File: config.mk
export PLATFORM = sky130hd
export DESIGN_NAME = dispatch_queue_flat
export DESIGN_NICKNAME = d
export VERILOG_FILES = /design/src/rtl/dispatch_pkg.sv /design/src/rtl/dispatch_queue_if.sv /design/src/rtl/operand_resolver.sv /design/src/rtl/dispatch_queue.sv /design/src/flat_wrapper.sv
export SDC_FILE = /design/constraint.sdc
export NUM_CORES = 1
export LEC_CHECK = 0
export ABC_CLOCK_PERIOD_IN_PS = 14500
export CAP_MARGIN = 30
export CORE_MARGIN = 3
export CORE_UTILIZATION = 40
export DETAILED_ROUTE_END_ITERATION = 7
export PLACE_DENSITY = 0.74
export SLEW_MARGIN = 20
export SYNTH_ARGS = -nofsm -noshare
export SYNTH_HDL_FRONTEND = slang
export SYNTH_SLANG_ARGS = --single-unit
File: constraint.sdc
create_clock -name Sys_clk -period 14.5 [get_ports Sys_clk]
set_clock_uncertainty 0.2 [all_clocks]
set_input_delay 2.9 -clock Sys_clk [delete_from_list [all_inputs] [get_ports Sys_clk]]
set_output_delay 2.9 -clock Sys_clk [all_outputs]
set_load 0.02 [all_outputs]
File: src/rtl/dispatch_pkg.sv
// dispatch_pkg
// Shared opcode encodings and instruction-class helpers for the dispatch queue.
// Opcodes are the decoder's compact 7-bit numbering, lui = 1 through andd = 37.
// Helpers classify an opcode by:
//   - issue target (load/store buffer vs reservation station)
//   - which source registers it reads
//   - whether it renames a destination register
package dispatch_pkg;

  localparam logic [6:0] lui   = 7'd1;
  localparam logic [6:0] auipc = 7'd2;
  localparam logic [6:0] jal   = 7'd3;
  localparam logic [6:0] jalr  = 7'd4;
  localparam logic [6:0] beq   = 7'd5;
  localparam logic [6:0] bne   = 7'd6;
  localparam logic [6:0] blt   = 7'd7;
  localparam logic [6:0] bge   = 7'd8;
  localparam logic [6:0] bltu  = 7'd9;
  localparam logic [6:0] bgeu  = 7'd10;
  localparam logic [6:0] lb    = 7'd11;
  localparam logic [6:0] lh    = 7'd12;
  localparam logic [6:0] lw    = 7'd13;
  localparam logic [6:0] lbu   = 7'd14;
  localparam logic [6:0] lhu   = 7'd15;
  localparam logic [6:0] sb    = 7'd16;
  localparam logic [6:0] sh    = 7'd17;
  localparam logic [6:0] sw    = 7'd18;
  localparam logic [6:0] addi  = 7'd19;
  localparam logic [6:0] slti  = 7'd20;
  localparam logic [6:0] sltiu = 7'd21;
  localparam logic [6:0] xori  = 7'd22;
  localparam logic [6:0] ori   = 7'd23;
  localparam logic [6:0] andi  = 7'd24;
  localparam logic [6:0] slli  = 7'd25;
  localparam logic [6:0] srli  = 7'd26;
  localparam logic [6:0] srai  = 7'd27;
  localparam logic [6:0] add   = 7'd28;
  localparam logic [6:0] sub   = 7'd29;
  localparam logic [6:0] sll   = 7'd30;
  localparam logic [6:0] slt   = 7'd31;
  localparam logic [6:0] sltu  = 7'd32;
  localparam logic [6:0] xorr  = 7'd33;
  localparam logic [6:0] srl   = 7'd34;
  localparam logic [6:0] sra   = 7'd35;
  localparam logic [6:0] orr   = 7'd36;
  localparam logic [6:0] andd  = 7'd37;

  // Register-number encoding meaning "no register" (bit 5 set).
  localparam logic [5:0] NON_REG = 6'b100000;

  typedef enum logic {TGT_RS, TGT_LSB} issue_target_e;

  function automatic logic is_ls(input logic [6:0] op);
    return op inside {[lb:sw]};
  endfunction

  function automatic logic has_rs1(input logic [6:0] op);
    return !(op inside {lui, auipc, jal});
  endfunction

  function automatic logic has_rs2(input logic [6:0] op);
    return op inside {[beq:bgeu], [sb:sw], [add:andd]};
  endfunction

  // Branches and stores produce no register result.
  function automatic logic writes_rd(input logic [6:0] op);
    return !(op inside {[beq:bgeu], [sb:sw]});
  endfunction

  function automatic issue_target_e target_of(input logic [6:0] op);
    return is_ls(op) ? TGT_LSB : TGT_RS;
  endfunction

endpackage

File: src/rtl/dispatch_queue_if.sv
// dispatch_queue_if
// Bundles every dispatcher-facing bus into one interface. The buses are:
//   - decoder push handshake and decoded fields (DCDP_*, DCDP_ready)
//   - register-file source lookup and rename (DPRF_*, RFDP_*)
//   - reorder-buffer query, allocate and flush (DPRoB_*, RoBDP_*)
//   - common-data-bus snoop channels (CDBDP_*)
//   - reservation-station and load/store-buffer issue (DPRS_*, DPLSB_*, *DP_full)
// Modports:
//   - master is the dispatcher view.
//   - slave is the view of the surrounding pipeline.
interface dispatch_queue_if #(
  parameter int ADDR_WIDTH = 32,
  parameter int ROB_WIDTH  = 3,
  parameter int NUM_CDB    = 2
);
  localparam int EX_ROB_WIDTH = ROB_WIDTH + 1;

  logic                          RoBDP_flush;

  logic                          DCDP_valid;
  logic                          DCDP_ready;
  logic [ADDR_WIDTH-1:0]         DCDP_pc;
  logic [6:0]                    DCDP_opcode;
  logic [4:0]                    DCDP_rs1;
  logic [4:0]                    DCDP_rs2;
  logic [4:0]                    DCDP_rd;
  logic [31:0]                   DCDP_imm;
  logic                          DCDP_predict;

  logic [5:0]                    DPRF_rs1;
  logic [5:0]                    DPRF_rs2;
  logic [EX_ROB_WIDTH-1:0]       RFDP_Qj;
  logic [EX_ROB_WIDTH-1:0]       RFDP_Qk;
  logic [31:0]                   RFDP_Vj;
  logic [31:0]                   RFDP_Vk;
  logic                          DPRF_en;
  logic [5:0]                    DPRF_rd;
  logic [ROB_WIDTH-1:0]          DPRF_RoB_index;

  logic                          RoBDP_full;
  logic [ROB_WIDTH-1:0]          RoBDP_RoB_index;
  logic [EX_ROB_WIDTH-1:0]       DPRoB_Qj;
  logic [EX_ROB_WIDTH-1:0]       DPRoB_Qk;
  logic                          RoBDP_Qj_ready;
  logic                          RoBDP_Qk_ready;
  logic [31:0]                   RoBDP_Vj;
  logic [31:0]                   RoBDP_Vk;
  logic                          DPRoB_en;
  logic [ADDR_WIDTH-1:0]         DPRoB_pc;
  logic [6:0]                    DPRoB_opcode;
  logic [5:0]                    DPRoB_rd;
  logic                          DPRoB_predict;

  logic [NUM_CDB-1:0]            CDBDP_en;
  logic [NUM_CDB*ROB_WIDTH-1:0]  CDBDP_RoB_index;
  logic [NUM_CDB*32-1:0]         CDBDP_value;

  logic                          RSDP_full;
  logic                          LSBDP_full;

  logic                          DPRS_en;
  logic [ADDR_WIDTH-1:0]         DPRS_pc;
  logic [EX_ROB_WIDTH-1:0]       DPRS_Qj;
  logic [EX_ROB_WIDTH-1:0]       DPRS_Qk;
  logic [31:0]                   DPRS_Vj;
  logic [31:0]                   DPRS_Vk;
  logic [31:0]                   DPRS_imm;
  logic [6:0]                    DPRS_opcode;
  logic [ROB_WIDTH-1:0]          DPRS_RoB_index;

  logic                          DPLSB_en;
  logic [EX_ROB_WIDTH-1:0]       DPLSB_Qj;
  logic [EX_ROB_WIDTH-1:0]       DPLSB_Qk;
  logic [31:0]                   DPLSB_Vj;
  logic [31:0]                   DPLSB_Vk;
  logic [31:0]                   DPLSB_imm;
  logic [6:0]                    DPLSB_opcode;
  logic [ROB_WIDTH-1:0]          DPLSB_RoB_index;

  modport master (
    input  RoBDP_flush,
    input  DCDP_valid, DCDP_pc, DCDP_opcode, DCDP_rs1, DCDP_rs2, DCDP_rd, DCDP_imm, DCDP_predict,
    output DCDP_ready,
    output DPRF_rs1, DPRF_rs2, DPRF_en, DPRF_rd, DPRF_RoB_index,
    input  RFDP_Qj, RFDP_Qk, RFDP_Vj, RFDP_Vk,
    input  RoBDP_full, RoBDP_RoB_index, RoBDP_Qj_ready, RoBDP_Qk_ready, RoBDP_Vj, RoBDP_Vk,
    output DPRoB_Qj, DPRoB_Qk, DPRoB_en, DPRoB_pc, DPRoB_opcode, DPRoB_rd, DPRoB_predict,
    input  CDBDP_en, CDBDP_RoB_index, CDBDP_value,
    input  RSDP_full, LSBDP_full,
    output DPRS_en, DPRS_pc, DPRS_Qj, DPRS_Qk, DPRS_Vj, DPRS_Vk, DPRS_imm, DPRS_opcode, DPRS_RoB_index,
    output DPLSB_en, DPLSB_Qj, DPLSB_Qk, DPLSB_Vj, DPLSB_Vk, DPLSB_imm, DPLSB_opcode, DPLSB_RoB_index
  );

  modport slave (
    output RoBDP_flush,
    output DCDP_valid, DCDP_pc, DCDP_opcode, DCDP_rs1, DCDP_rs2, DCDP_rd, DCDP_imm, DCDP_predict,
    input  DCDP_ready,
    input  DPRF_rs1, DPRF_rs2, DPRF_en, DPRF_rd, DPRF_RoB_index,
    output RFDP_Qj, RFDP_Qk, RFDP_Vj, RFDP_Vk,
    output RoBDP_full, RoBDP_RoB_index, RoBDP_Qj_ready, RoBDP_Qk_ready, RoBDP_Vj, RoBDP_Vk,
    input  DPRoB_Qj, DPRoB_Qk, DPRoB_en, DPRoB_pc, DPRoB_opcode, DPRoB_rd, DPRoB_predict,
    output CDBDP_en, CDBDP_RoB_index, CDBDP_value,
    output RSDP_full, LSBDP_full,
    input  DPRS_en, DPRS_pc, DPRS_Qj, DPRS_Qk, DPRS_Vj, DPRS_Vk, DPRS_imm, DPRS_opcode, DPRS_RoB_index,
    input  DPLSB_en, DPLSB_Qj, DPLSB_Qk, DPLSB_Vj, DPLSB_Vk, DPLSB_imm, DPLSB_opcode, DPLSB_RoB_index
  );

endinterface

File: src/rtl/operand_resolver.sv
// operand_resolver
// Resolves one source operand of the queue head. Sources are tried in
// priority order:
//   1. register file
//   2. reorder-buffer ready value
//   3. lowest-numbered matching common-data-bus channel
// Purely combinational.
// Ports:
//   rf_q/rf_v      tag and value from the register file
//   rob_ready/rob_v  reorder-buffer readiness and value for rf_q
//   cdb_en/cdb_tag/cdb_value  flattened CDB channels (channel i at slice i)
//   q/v            resolved tag (NON_DEP when a value is available) and value
module operand_resolver #(
  parameter int ROB_WIDTH = 3,
  parameter int NUM_CDB   = 2
) (
  input  logic [ROB_WIDTH:0]           rf_q,
  input  logic [31:0]                  rf_v,
  input  logic                         rob_ready,
  input  logic [31:0]                  rob_v,
  input  logic [NUM_CDB-1:0]           cdb_en,
  input  logic [NUM_CDB*ROB_WIDTH-1:0] cdb_tag,
  input  logic [NUM_CDB*32-1:0]        cdb_value,
  output logic [ROB_WIDTH:0]           q,
  output logic [31:0]                  v
);
  localparam logic [ROB_WIDTH:0] NON_DEP = {1'b1, {ROB_WIDTH{1'b0}}};

  always_comb begin
    q = rf_q;
    v = '0;
    if (rf_q == NON_DEP) begin
      v = rf_v;
    end else if (rob_ready) begin
      q = NON_DEP;
      v = rob_v;
    end else begin
      // Scanning downward lets the lowest-numbered matching channel win.
      for (int i = NUM_CDB - 1; i >= 0; i--) begin
        if (cdb_en[i] && (cdb_tag[i*ROB_WIDTH +: ROB_WIDTH] == rf_q[ROB_WIDTH-1:0])) begin
          q = NON_DEP;
          v = cdb_value[i*32 +: 32];
        end
      end
    end
  end

endmodule

File: src/rtl/dispatch_queue.sv
// dispatch_queue
// DEPTH-entry instruction FIFO between decoder and issue.
//   - Resolves the head's operands against RF, RoB and the CDB channels.
//   - Issues at most one instruction per cycle to either the reservation
//     station or the load/store buffer.
//   - On issue, allocates a RoB entry and renames the destination register.
// Optional build macro: DISPATCH_STALL_CNT_EN adds saturating stall counters.
// Ports:
//   Sys_clk      clock
//   Sys_rst      asynchronous active-high reset
//   Sys_rdy      global enable; low freezes state and masks every *_en pulse
//   bus          dispatch_queue_if.master (decoder, RF, RoB, CDB, RS, LSB buses)
//   dp_stall_rob/dp_stall_rs/dp_stall_lsb  stall counters (macro builds only)
module dispatch_queue
  import dispatch_pkg::*;
#(
  parameter int DEPTH      = 4,
  parameter int ROB_WIDTH  = 3,
  parameter int NUM_CDB    = 2,
  parameter int ADDR_WIDTH = 32
) (
  input  logic Sys_clk,
  input  logic Sys_rst,
  input  logic Sys_rdy,
  dispatch_queue_if.master bus
`ifdef DISPATCH_STALL_CNT_EN
  ,
  output logic [31:0] dp_stall_rob,
  output logic [31:0] dp_stall_rs,
  output logic [31:0] dp_stall_lsb
`endif
);
  localparam int EX_ROB_WIDTH = ROB_WIDTH + 1;
  localparam int PTR_W        = $clog2(DEPTH);
  localparam int CNT_W        = PTR_W + 1;
  localparam logic [EX_ROB_WIDTH-1:0] NON_DEP = {1'b1, {ROB_WIDTH{1'b0}}};

  typedef struct packed {
    logic [ADDR_WIDTH-1:0] pc;
    logic [6:0]            opcode;
    logic [4:0]            rs1;
    logic [4:0]            rs2;
    logic [4:0]            rd;
    logic [31:0]           imm;
    logic                  predict;
  } entry_t;

  typedef struct packed {
    logic                    rob_en;
    logic                    rf_en;
    logic                    rs_en;
    logic                    lsb_en;
    logic [5:0]              rf_rd;
    logic [ROB_WIDTH-1:0]    rf_rob_index;
    logic [ADDR_WIDTH-1:0]   rob_pc;
    logic [6:0]              rob_opcode;
    logic [5:0]              rob_rd;
    logic                    rob_predict;
    logic [ADDR_WIDTH-1:0]   rs_pc;
    logic [EX_ROB_WIDTH-1:0] rs_qj;
    logic [EX_ROB_WIDTH-1:0] rs_qk;
    logic [31:0]             rs_vj;
    logic [31:0]             rs_vk;
    logic [31:0]             rs_imm;
    logic [6:0]              rs_opcode;
    logic [ROB_WIDTH-1:0]    rs_rob_index;
    logic [EX_ROB_WIDTH-1:0] lsb_qj;
    logic [EX_ROB_WIDTH-1:0] lsb_qk;
    logic [31:0]             lsb_vj;
    logic [31:0]             lsb_vk;
    logic [31:0]             lsb_imm;
    logic [6:0]              lsb_opcode;
    logic [ROB_WIDTH-1:0]    lsb_rob_index;
  } out_t;

  localparam out_t OUT_RST = '{rs_qj: NON_DEP, rs_qk: NON_DEP,
                               lsb_qj: NON_DEP, lsb_qk: NON_DEP, default: '0};

  entry_t                  fifo_mem [DEPTH];
  logic [PTR_W-1:0]        head_ptr;
  logic [PTR_W-1:0]        tail_ptr;
  logic [CNT_W-1:0]        count_q;
  entry_t                  head;
  logic                    head_valid;
  logic                    head_is_ls;
  logic                    target_full;
  logic                    push;
  logic                    issue;
  logic [5:0]              rename_rd;
  logic [EX_ROB_WIDTH-1:0] qj;
  logic [EX_ROB_WIDTH-1:0] qk;
  logic [31:0]             vj;
  logic [31:0]             vk;
  out_t                    out_q;
  out_t                    out_d;

  assign head        = fifo_mem[head_ptr];
  assign head_valid  = (count_q != '0);
  assign head_is_ls  = (target_of(head.opcode) == TGT_LSB);
  assign target_full = head_is_ls ? bus.LSBDP_full : bus.RSDP_full;
  assign rename_rd   = writes_rd(head.opcode) ? {1'b0, head.rd} : NON_REG;

  // Ready looks only at the current count; a same-cycle pop does not free a slot early.
  assign bus.DCDP_ready = (count_q != CNT_W'(DEPTH));
  assign push  = bus.DCDP_valid && bus.DCDP_ready && Sys_rdy;
  assign issue = head_valid && !bus.RoBDP_full && !target_full && Sys_rdy;

  assign bus.DPRF_rs1 = (head_valid && has_rs1(head.opcode)) ? {1'b0, head.rs1} : NON_REG;
  assign bus.DPRF_rs2 = (head_valid && has_rs2(head.opcode)) ? {1'b0, head.rs2} : NON_REG;
  assign bus.DPRoB_Qj = bus.RFDP_Qj;
  assign bus.DPRoB_Qk = bus.RFDP_Qk;

  operand_resolver #(.ROB_WIDTH(ROB_WIDTH), .NUM_CDB(NUM_CDB)) u_resolve_j (
    .rf_q      (bus.RFDP_Qj),
    .rf_v      (bus.RFDP_Vj),
    .rob_ready (bus.RoBDP_Qj_ready),
    .rob_v     (bus.RoBDP_Vj),
    .cdb_en    (bus.CDBDP_en),
    .cdb_tag   (bus.CDBDP_RoB_index),
    .cdb_value (bus.CDBDP_value),
    .q         (qj),
    .v         (vj)
  );

  operand_resolver #(.ROB_WIDTH(ROB_WIDTH), .NUM_CDB(NUM_CDB)) u_resolve_k (
    .rf_q      (bus.RFDP_Qk),
    .rf_v      (bus.RFDP_Vk),
    .rob_ready (bus.RoBDP_Qk_ready),
    .rob_v     (bus.RoBDP_Vk),
    .cdb_en    (bus.CDBDP_en),
    .cdb_tag   (bus.CDBDP_RoB_index),
    .cdb_value (bus.CDBDP_value),
    .q         (qk),
    .v         (vk)
  );

  // Storage needs no reset: validity is carried entirely by count_q.
  always_ff @(posedge Sys_clk) begin
    if (push) begin
      fifo_mem[tail_ptr] <= '{pc: bus.DCDP_pc, opcode: bus.DCDP_opcode, rs1: bus.DCDP_rs1,
                              rs2: bus.DCDP_rs2, rd: bus.DCDP_rd, imm: bus.DCDP_imm,
                              predict: bus.DCDP_predict};
    end
  end

  // Flush empties the queue even while Sys_rdy is low, mirroring reset.
  always_ff @(posedge Sys_clk or posedge Sys_rst) begin
    if (Sys_rst) begin
      head_ptr <= '0;
      tail_ptr <= '0;
      count_q  <= '0;
    end else if (bus.RoBDP_flush) begin
      head_ptr <= '0;
      tail_ptr <= '0;
      count_q  <= '0;
    end else begin
      if (push) tail_ptr <= tail_ptr + PTR_W'(1);
      if (issue) head_ptr <= head_ptr + PTR_W'(1);
      case ({push, issue})
        2'b10:   count_q <= count_q + CNT_W'(1);
        2'b01:   count_q <= count_q - CNT_W'(1);
        default: count_q <= count_q;
      endcase
    end
  end

  // Pulses last exactly one cycle; payloads hold until the next issue to the same target.
  always_comb begin
    out_d        = out_q;
    out_d.rob_en = issue;
    out_d.rf_en  = issue;
    out_d.rs_en  = issue && !head_is_ls;
    out_d.lsb_en = issue && head_is_ls;
    if (issue) begin
      out_d.rf_rd        = rename_rd;
      out_d.rf_rob_index = bus.RoBDP_RoB_index;
      out_d.rob_pc       = head.pc;
      out_d.rob_opcode   = head.opcode;
      out_d.rob_rd       = rename_rd;
      out_d.rob_predict  = head.predict;
      if (head_is_ls) begin
        out_d.lsb_qj        = qj;
        out_d.lsb_qk        = qk;
        out_d.lsb_vj        = vj;
        out_d.lsb_vk        = vk;
        out_d.lsb_imm       = head.imm;
        out_d.lsb_opcode    = head.opcode;
        out_d.lsb_rob_index = bus.RoBDP_RoB_index;
      end else begin
        out_d.rs_pc        = head.pc;
        out_d.rs_qj        = qj;
        out_d.rs_qk        = qk;
        out_d.rs_vj        = vj;
        out_d.rs_vk        = vk;
        out_d.rs_imm       = head.imm;
        out_d.rs_opcode    = head.opcode;
        out_d.rs_rob_index = bus.RoBDP_RoB_index;
      end
    end
  end

  always_ff @(posedge Sys_clk or posedge Sys_rst) begin
    if (Sys_rst) begin
      out_q <= OUT_RST;
    end else if (bus.RoBDP_flush) begin
      out_q <= OUT_RST;
    end else begin
      out_q <= out_d;
    end
  end

  assign bus.DPRoB_en        = out_q.rob_en & Sys_rdy;
  assign bus.DPRF_en         = out_q.rf_en & Sys_rdy;
  assign bus.DPRS_en         = out_q.rs_en & Sys_rdy;
  assign bus.DPLSB_en        = out_q.lsb_en & Sys_rdy;
  assign bus.DPRF_rd         = out_q.rf_rd;
  assign bus.DPRF_RoB_index  = out_q.rf_rob_index;
  assign bus.DPRoB_pc        = out_q.rob_pc;
  assign bus.DPRoB_opcode    = out_q.rob_opcode;
  assign bus.DPRoB_rd        = out_q.rob_rd;
  assign bus.DPRoB_predict   = out_q.rob_predict;
  assign bus.DPRS_pc         = out_q.rs_pc;
  assign bus.DPRS_Qj         = out_q.rs_qj;
  assign bus.DPRS_Qk         = out_q.rs_qk;
  assign bus.DPRS_Vj         = out_q.rs_vj;
  assign bus.DPRS_Vk         = out_q.rs_vk;
  assign bus.DPRS_imm        = out_q.rs_imm;
  assign bus.DPRS_opcode     = out_q.rs_opcode;
  assign bus.DPRS_RoB_index  = out_q.rs_rob_index;
  assign bus.DPLSB_Qj        = out_q.lsb_qj;
  assign bus.DPLSB_Qk        = out_q.lsb_qk;
  assign bus.DPLSB_Vj        = out_q.lsb_vj;
  assign bus.DPLSB_Vk        = out_q.lsb_vk;
  assign bus.DPLSB_imm       = out_q.lsb_imm;
  assign bus.DPLSB_opcode    = out_q.lsb_opcode;
  assign bus.DPLSB_RoB_index = out_q.lsb_rob_index;

`ifdef DISPATCH_STALL_CNT_EN
  // Counters survive flush; only Sys_rst clears them. They stick at all-ones.
  always_ff @(posedge Sys_clk or posedge Sys_rst) begin
    if (Sys_rst) begin
      dp_stall_rob <= '0;
      dp_stall_rs  <= '0;
      dp_stall_lsb <= '0;
    end else if (Sys_rdy) begin
      if (head_valid && bus.RoBDP_full && (dp_stall_rob != '1))
        dp_stall_rob <= dp_stall_rob + 32'd1;
      if (head_valid && !head_is_ls && bus.RSDP_full && (dp_stall_rs != '1))
        dp_stall_rs <= dp_stall_rs + 32'd1;
      if (head_valid && head_is_ls && bus.LSBDP_full && (dp_stall_lsb != '1))
        dp_stall_lsb <= dp_stall_lsb + 32'd1;
    end
  end
`endif

endmodule
File: src/flat_wrapper.sv
// flat-port wrapper written by rule: the top's interface ports become plain ports
module dispatch_queue_flat import dispatch_pkg::*;
#(
  parameter int DEPTH      = 4,
  parameter int ROB_WIDTH  = 3,
  parameter int NUM_CDB    = 2,
  parameter int ADDR_WIDTH = 32
)
  (Sys_clk, Sys_rst, Sys_rdy, bus_RoBDP_flush, bus_DCDP_valid, bus_DCDP_pc, bus_DCDP_opcode, bus_DCDP_rs1, bus_DCDP_rs2, bus_DCDP_rd, bus_DCDP_imm, bus_DCDP_predict, bus_DCDP_ready, bus_DPRF_rs1, bus_DPRF_rs2, bus_DPRF_en, bus_DPRF_rd, bus_DPRF_RoB_index, bus_RFDP_Qj, bus_RFDP_Qk, bus_RFDP_Vj, bus_RFDP_Vk, bus_RoBDP_full, bus_RoBDP_RoB_index, bus_RoBDP_Qj_ready, bus_RoBDP_Qk_ready, bus_RoBDP_Vj, bus_RoBDP_Vk, bus_DPRoB_Qj, bus_DPRoB_Qk, bus_DPRoB_en, bus_DPRoB_pc, bus_DPRoB_opcode, bus_DPRoB_rd, bus_DPRoB_predict, bus_CDBDP_en, bus_CDBDP_RoB_index, bus_CDBDP_value, bus_RSDP_full, bus_LSBDP_full, bus_DPRS_en, bus_DPRS_pc, bus_DPRS_Qj, bus_DPRS_Qk, bus_DPRS_Vj, bus_DPRS_Vk, bus_DPRS_imm, bus_DPRS_opcode, bus_DPRS_RoB_index, bus_DPLSB_en, bus_DPLSB_Qj, bus_DPLSB_Qk, bus_DPLSB_Vj, bus_DPLSB_Vk, bus_DPLSB_imm, bus_DPLSB_opcode, bus_DPLSB_RoB_index);
  dispatch_queue_if #(.ADDR_WIDTH(ADDR_WIDTH), .ROB_WIDTH(ROB_WIDTH), .NUM_CDB(NUM_CDB)) bus_i ();
  input  logic Sys_clk;
  input  logic Sys_rst;
  input  logic Sys_rdy;
  input wire logic [$bits(bus_i.RoBDP_flush)-1:0] bus_RoBDP_flush;
  input wire logic [$bits(bus_i.DCDP_valid)-1:0] bus_DCDP_valid;
  input wire logic [$bits(bus_i.DCDP_pc)-1:0] bus_DCDP_pc;
  input wire logic [$bits(bus_i.DCDP_opcode)-1:0] bus_DCDP_opcode;
  input wire logic [$bits(bus_i.DCDP_rs1)-1:0] bus_DCDP_rs1;
  input wire logic [$bits(bus_i.DCDP_rs2)-1:0] bus_DCDP_rs2;
  input wire logic [$bits(bus_i.DCDP_rd)-1:0] bus_DCDP_rd;
  input wire logic [$bits(bus_i.DCDP_imm)-1:0] bus_DCDP_imm;
  input wire logic [$bits(bus_i.DCDP_predict)-1:0] bus_DCDP_predict;
  output wire logic [$bits(bus_i.DCDP_ready)-1:0] bus_DCDP_ready;
  output wire logic [$bits(bus_i.DPRF_rs1)-1:0] bus_DPRF_rs1;
  output wire logic [$bits(bus_i.DPRF_rs2)-1:0] bus_DPRF_rs2;
  output wire logic [$bits(bus_i.DPRF_en)-1:0] bus_DPRF_en;
  output wire logic [$bits(bus_i.DPRF_rd)-1:0] bus_DPRF_rd;
  output wire logic [$bits(bus_i.DPRF_RoB_index)-1:0] bus_DPRF_RoB_index;
  input wire logic [$bits(bus_i.RFDP_Qj)-1:0] bus_RFDP_Qj;
  input wire logic [$bits(bus_i.RFDP_Qk)-1:0] bus_RFDP_Qk;
  input wire logic [$bits(bus_i.RFDP_Vj)-1:0] bus_RFDP_Vj;
  input wire logic [$bits(bus_i.RFDP_Vk)-1:0] bus_RFDP_Vk;
  input wire logic [$bits(bus_i.RoBDP_full)-1:0] bus_RoBDP_full;
  input wire logic [$bits(bus_i.RoBDP_RoB_index)-1:0] bus_RoBDP_RoB_index;
  input wire logic [$bits(bus_i.RoBDP_Qj_ready)-1:0] bus_RoBDP_Qj_ready;
  input wire logic [$bits(bus_i.RoBDP_Qk_ready)-1:0] bus_RoBDP_Qk_ready;
  input wire logic [$bits(bus_i.RoBDP_Vj)-1:0] bus_RoBDP_Vj;
  input wire logic [$bits(bus_i.RoBDP_Vk)-1:0] bus_RoBDP_Vk;
  output wire logic [$bits(bus_i.DPRoB_Qj)-1:0] bus_DPRoB_Qj;
  output wire logic [$bits(bus_i.DPRoB_Qk)-1:0] bus_DPRoB_Qk;
  output wire logic [$bits(bus_i.DPRoB_en)-1:0] bus_DPRoB_en;
  output wire logic [$bits(bus_i.DPRoB_pc)-1:0] bus_DPRoB_pc;
  output wire logic [$bits(bus_i.DPRoB_opcode)-1:0] bus_DPRoB_opcode;
  output wire logic [$bits(bus_i.DPRoB_rd)-1:0] bus_DPRoB_rd;
  output wire logic [$bits(bus_i.DPRoB_predict)-1:0] bus_DPRoB_predict;
  input wire logic [$bits(bus_i.CDBDP_en)-1:0] bus_CDBDP_en;
  input wire logic [$bits(bus_i.CDBDP_RoB_index)-1:0] bus_CDBDP_RoB_index;
  input wire logic [$bits(bus_i.CDBDP_value)-1:0] bus_CDBDP_value;
  input wire logic [$bits(bus_i.RSDP_full)-1:0] bus_RSDP_full;
  input wire logic [$bits(bus_i.LSBDP_full)-1:0] bus_LSBDP_full;
  output wire logic [$bits(bus_i.DPRS_en)-1:0] bus_DPRS_en;
  output wire logic [$bits(bus_i.DPRS_pc)-1:0] bus_DPRS_pc;
  output wire logic [$bits(bus_i.DPRS_Qj)-1:0] bus_DPRS_Qj;
  output wire logic [$bits(bus_i.DPRS_Qk)-1:0] bus_DPRS_Qk;
  output wire logic [$bits(bus_i.DPRS_Vj)-1:0] bus_DPRS_Vj;
  output wire logic [$bits(bus_i.DPRS_Vk)-1:0] bus_DPRS_Vk;
  output wire logic [$bits(bus_i.DPRS_imm)-1:0] bus_DPRS_imm;
  output wire logic [$bits(bus_i.DPRS_opcode)-1:0] bus_DPRS_opcode;
  output wire logic [$bits(bus_i.DPRS_RoB_index)-1:0] bus_DPRS_RoB_index;
  output wire logic [$bits(bus_i.DPLSB_en)-1:0] bus_DPLSB_en;
  output wire logic [$bits(bus_i.DPLSB_Qj)-1:0] bus_DPLSB_Qj;
  output wire logic [$bits(bus_i.DPLSB_Qk)-1:0] bus_DPLSB_Qk;
  output wire logic [$bits(bus_i.DPLSB_Vj)-1:0] bus_DPLSB_Vj;
  output wire logic [$bits(bus_i.DPLSB_Vk)-1:0] bus_DPLSB_Vk;
  output wire logic [$bits(bus_i.DPLSB_imm)-1:0] bus_DPLSB_imm;
  output wire logic [$bits(bus_i.DPLSB_opcode)-1:0] bus_DPLSB_opcode;
  output wire logic [$bits(bus_i.DPLSB_RoB_index)-1:0] bus_DPLSB_RoB_index;
  assign bus_i.RoBDP_flush = bus_RoBDP_flush;
  assign bus_i.DCDP_valid = bus_DCDP_valid;
  assign bus_i.DCDP_pc = bus_DCDP_pc;
  assign bus_i.DCDP_opcode = bus_DCDP_opcode;
  assign bus_i.DCDP_rs1 = bus_DCDP_rs1;
  assign bus_i.DCDP_rs2 = bus_DCDP_rs2;
  assign bus_i.DCDP_rd = bus_DCDP_rd;
  assign bus_i.DCDP_imm = bus_DCDP_imm;
  assign bus_i.DCDP_predict = bus_DCDP_predict;
  assign bus_DCDP_ready = bus_i.DCDP_ready;
  assign bus_DPRF_rs1 = bus_i.DPRF_rs1;
  assign bus_DPRF_rs2 = bus_i.DPRF_rs2;
  assign bus_DPRF_en = bus_i.DPRF_en;
  assign bus_DPRF_rd = bus_i.DPRF_rd;
  assign bus_DPRF_RoB_index = bus_i.DPRF_RoB_index;
  assign bus_i.RFDP_Qj = bus_RFDP_Qj;
  assign bus_i.RFDP_Qk = bus_RFDP_Qk;
  assign bus_i.RFDP_Vj = bus_RFDP_Vj;
  assign bus_i.RFDP_Vk = bus_RFDP_Vk;
  assign bus_i.RoBDP_full = bus_RoBDP_full;
  assign bus_i.RoBDP_RoB_index = bus_RoBDP_RoB_index;
  assign bus_i.RoBDP_Qj_ready = bus_RoBDP_Qj_ready;
  assign bus_i.RoBDP_Qk_ready = bus_RoBDP_Qk_ready;
  assign bus_i.RoBDP_Vj = bus_RoBDP_Vj;
  assign bus_i.RoBDP_Vk = bus_RoBDP_Vk;
  assign bus_DPRoB_Qj = bus_i.DPRoB_Qj;
  assign bus_DPRoB_Qk = bus_i.DPRoB_Qk;
  assign bus_DPRoB_en = bus_i.DPRoB_en;
  assign bus_DPRoB_pc = bus_i.DPRoB_pc;
  assign bus_DPRoB_opcode = bus_i.DPRoB_opcode;
  assign bus_DPRoB_rd = bus_i.DPRoB_rd;
  assign bus_DPRoB_predict = bus_i.DPRoB_predict;
  assign bus_i.CDBDP_en = bus_CDBDP_en;
  assign bus_i.CDBDP_RoB_index = bus_CDBDP_RoB_index;
  assign bus_i.CDBDP_value = bus_CDBDP_value;
  assign bus_i.RSDP_full = bus_RSDP_full;
  assign bus_i.LSBDP_full = bus_LSBDP_full;
  assign bus_DPRS_en = bus_i.DPRS_en;
  assign bus_DPRS_pc = bus_i.DPRS_pc;
  assign bus_DPRS_Qj = bus_i.DPRS_Qj;
  assign bus_DPRS_Qk = bus_i.DPRS_Qk;
  assign bus_DPRS_Vj = bus_i.DPRS_Vj;
  assign bus_DPRS_Vk = bus_i.DPRS_Vk;
  assign bus_DPRS_imm = bus_i.DPRS_imm;
  assign bus_DPRS_opcode = bus_i.DPRS_opcode;
  assign bus_DPRS_RoB_index = bus_i.DPRS_RoB_index;
  assign bus_DPLSB_en = bus_i.DPLSB_en;
  assign bus_DPLSB_Qj = bus_i.DPLSB_Qj;
  assign bus_DPLSB_Qk = bus_i.DPLSB_Qk;
  assign bus_DPLSB_Vj = bus_i.DPLSB_Vj;
  assign bus_DPLSB_Vk = bus_i.DPLSB_Vk;
  assign bus_DPLSB_imm = bus_i.DPLSB_imm;
  assign bus_DPLSB_opcode = bus_i.DPLSB_opcode;
  assign bus_DPLSB_RoB_index = bus_i.DPLSB_RoB_index;
  dispatch_queue #(.DEPTH(DEPTH), .ROB_WIDTH(ROB_WIDTH), .NUM_CDB(NUM_CDB), .ADDR_WIDTH(ADDR_WIDTH)) u_core (.Sys_clk(Sys_clk), .Sys_rst(Sys_rst), .Sys_rdy(Sys_rdy), .bus(bus_i));
endmodule
==> reports/results.tsv <==
metric	value	unit
status	finished clean	
fin_crit	7.67	ns
cp_cell_sequence	buf_4 -> mux4_2 -> nor2_1 -> a211oi_1 -> o211ai_1 -> a21bo_2 -> clkdlybuf4s50_1	
ant_nets	0	
cts_buffers	72	
critPathLaunchType	flip-flop	
finalNetCount	3010	
worstSetupStartpoint	u_core.head_ptr[1]$_DFFE_PP0P_	
r2r-start	u_core.head_ptr[1]$_DFFE_PP0P_	
critPathArrivalTime	4.57	ns
ys_types	51	
slowest_delay	0.84	ns
endpoint_kind	output pin	
cts_resized	0	
fin_tns_setup	0	ns
timing.hold.ws	0.288	ns
viasPerCell	5.55	
period_share	52.9	%
io_buffer_count	647	
drtIter0Drc	1961	
power_density	114	mW/mm2
dp.cells	3573	
drc_errors	0	
final_area	0.0375	mm2
drt-pass1-iter-count	6	
finalSetupViolCount	0	
busiest_layer	met2	
h-tree-depth	3	
synth_area	0.0300	mm2
use_met1	28.0	%
cts.clk_slew.worst_paths	0.06	ns
hpwl	68000	um
critPathRequiredTime	11.40	ns
seq_area_frac_synth	61.6	%
wirelength	97700	um
fp.dieW	280	um
hold_class	reg -> reg	
max_cap_viol_count	0	
yosysWarningCount	0	
vias	20700	
holdBufCountCts	0	
cts_setup_buffers	0	
synth_seq_cells	667	
cp_slowest_cell	dfrtp_4	
rsz0062_at_grt	false	
slew_viol_final	0	
instances_no_fill	3729	
core_region_area	0.0736	mm2
leakage	13.4	nW
cts_sinks	667	
grt_antenna_before_repair	23	
placed_area	0.0349	mm2
syn-num-nets	2741	
grt_pass1_wl	141000	um
drive_gt1_share	9.81	%
wl_per_cell	26.2	um
cp_max_fo	50	
use_met2	41.6	%
die_h	280	um
synthArstFlopShare	47.8	%
use_met3	6.99	%
min-delay-start	u_core.bus.DPLSB_opcode[6]$_DFFE_PP0P_	
root_buffer	clkbuf_16	
yosys_most_used_dff	edfxtp_1	
clockBufferDepth	3	
cts_tree	built	
grt_util_all_layers	24.3	%
ir_worst_vdd	109	uV
finalHoldViolCount	0	
gr-total-overflow	0	
synth_edf_count	348	
routabilityCongestion	1.00	
area_growth	25.1	%
critPathKind	reg -> out	
grt_pass1_vias	20800	
row_count	99	
syn_area_per_cell	12.3	um2
n_fill_cell	6223	
worst_slew_pin_slew	1.02	ns
synthCells	2428	
start_util	40.7	%
grt_max_degree	123	
fmax	0.130	GHz
num_io_pins	648	
dieArea	0.0782	mm2
slew_headroom	32.2	%
clkLatencyLatePin	0.62	ns
==> through the flow <==
step	total power, mW	setup WS, ns	utilization (%)
after floorplan	2.28	2.58	-
after global placement	2.47	6.82	47.3
after detailed placement	2.48	6.92	47.4
after CTS	4.30	6.24	50.6
after global routing	4.40	6.62	50.9
final	4.26	6.83	50.9
==> final timing paths <==
check	to	slack, ns	cells after the start
hold / removal	u_core.bus.DPLSB_opcode[6]$_DFFE_PP0P_	0.29	1
setup reg to reg	u_core.bus.DPLSB_RoB_index[0]$_DFFE_PP0P_	8.86	10
max in group asynchronous	u_core.bus.DPRS_pc[0]$_DFFE_PP0P_	9.85	5
min in group asynchronous	u_core.out_q[315]$_DFF_PP0_	2.43	2
hold reg to reg	u_core.bus.DPLSB_opcode[6]$_DFFE_PP0P_	0.29	1
setup / recovery	bus_DPRF_rs2[5]	6.83	7
==> Yosys cell counts (19+ instances only) <==
master    instances  area, um2
dfrtp_1         315       7880
buf_4           330       2480
mux4_2           87       1960
a22oi_1          31        233
a211oi_1         72        541
nand3b_1         67        503
o21ai_0          86        430
nand2_1         299       1120
clkbuf_1        119        447
or3_1            23        144
a21oi_1         227       1140
a221oi_1         32        280
and2_1           21        131
edfxtp_1        348      10500
nor2b_1          19        119
nor2_1           86        323
nand3_1          67        335
inv_1            46        173
a221o_1          31        310
buf_2            38        190
==> state kept, by name, indices dropped and copies added (netlist names), 4 cells and up <==
name / cells
u_core.fifo_mem: 348
u_core.bus.DPLSB_Vj: 32
u_core.bus.DPLSB_Vk: 32
u_core.bus.DPLSB_imm: 32
u_core.bus.DPRS_Vj: 32
u_core.bus.DPRS_Vk: 32
u_core.bus.DPRS_imm: 32
u_core.bus.DPRS_pc: 32
u_core.bus.DPRoB_pc: 32
u_core.bus.DPLSB_opcode: 7
u_core.bus.DPRS_opcode: 7
u_core.bus.DPRoB_opcode: 7
u_core.bus.DPRoB_rd: 6
u_core.bus.DPLSB_Qj: 4
u_core.bus.DPLSB_Qk: 4
u_core.bus.DPRS_Qj: 4
u_core.bus.DPRS_Qk: 4
==> logic make-up (layout without fill, tap and decap cells) <==
family	after synthesis	count (layout)	synth area share (%)
AND/OR/NAND/NOR	603	603	9.46
buffers and inverters	541	865	11.1
multiplexers	98	98	6.98
other	0	18	0
adder cells (fa/ha/maj)	5	5	0.234
XOR/XNOR	13	13	0.380
flip-flops	667	667	61.6
AO/OA/AOI/OAI	501	501	10.3
==> cell type report <==
cell class | instances | area (um2) | area share (%)
Clock buffer | 90 | 1900 | 5.07
Multi-Input combinational cell | 1220 | 8270 | 22.1
Inverter | 46 | 180 | 0.481
Antenna cell | 18 | 45.0 | 0.120
Tap cell | 959 | 1200 | 3.20
Sequential cell | 667 | 18400 | 49.2
Clock inverter | 39 | 435 | 1.16
Timing Repair Buffer | 690 | 7010 | 18.7
==> worst max-delay path, delay by kind of cell, from the launching register on <==
| family | cells | cell delay [ns] |
|---|---|---|
| buffers and inverters | 2 | 1.32 |
| AO/OA/AOI/OAI | 3 | 1.03 |
| flip-flops | 1 | 0.84 |
| multiplexers | 1 | 0.52 |
| AND/OR/NAND/NOR | 1 | 0.21 |
==> per-layer routing <==
layer	share of wire, %	routed length (um)
met5	0.075	73
met4	4.5	4430
met3	9.2	8950
met2	51	49500
met1	36	34700
==> power by group <==
part | internal [mW] | switching [mW] | leakage, nW
Combinational | 0.176 | 0.223 | 4.71
Sequential | 2.04 | 0.0153 | 7.59
Clock | 1.03 | 0.779 | 1.11
Total | 3.25 | 1.02 | 13.4
==> cells in the final DEF (no fill, tap or decap), types with 3 or more instances in the layout <==
cell             instances
clkdlybuf4s50_1        644
edfxtp_1               348
dfrtp_1                313
nand2_1                298
a21oi_1                227
mux4_2                  87
o21ai_0                 86
nor2_1                  85
a211oi_1                72
clkbuf_16               72
nand3b_1                67
nand3_1                 67
inv_1                   45
a221oi_1                32
a221o_1                 31
a22oi_1                 31
buf_4                   31
or3_1                   22
nor2b_1                 19
diode_2                 18
and2_1                  17
clkbuf_1                15
xnor2_1                 13
clkinv_2                10
o21ai_1                  9
clkinvlp_4               9
buf_16                   9
clkinv_1                 8
mux2_2                   7
and2_4                   5
bufinv_16                5
o31a_1                   4
ha_1                     4
dfstp_2                  4
nand2b_1                 3
mux2i_1                  3
clkinv_8                 3
clkbuf_8                 3
Power figures use the tool's default switching activity.
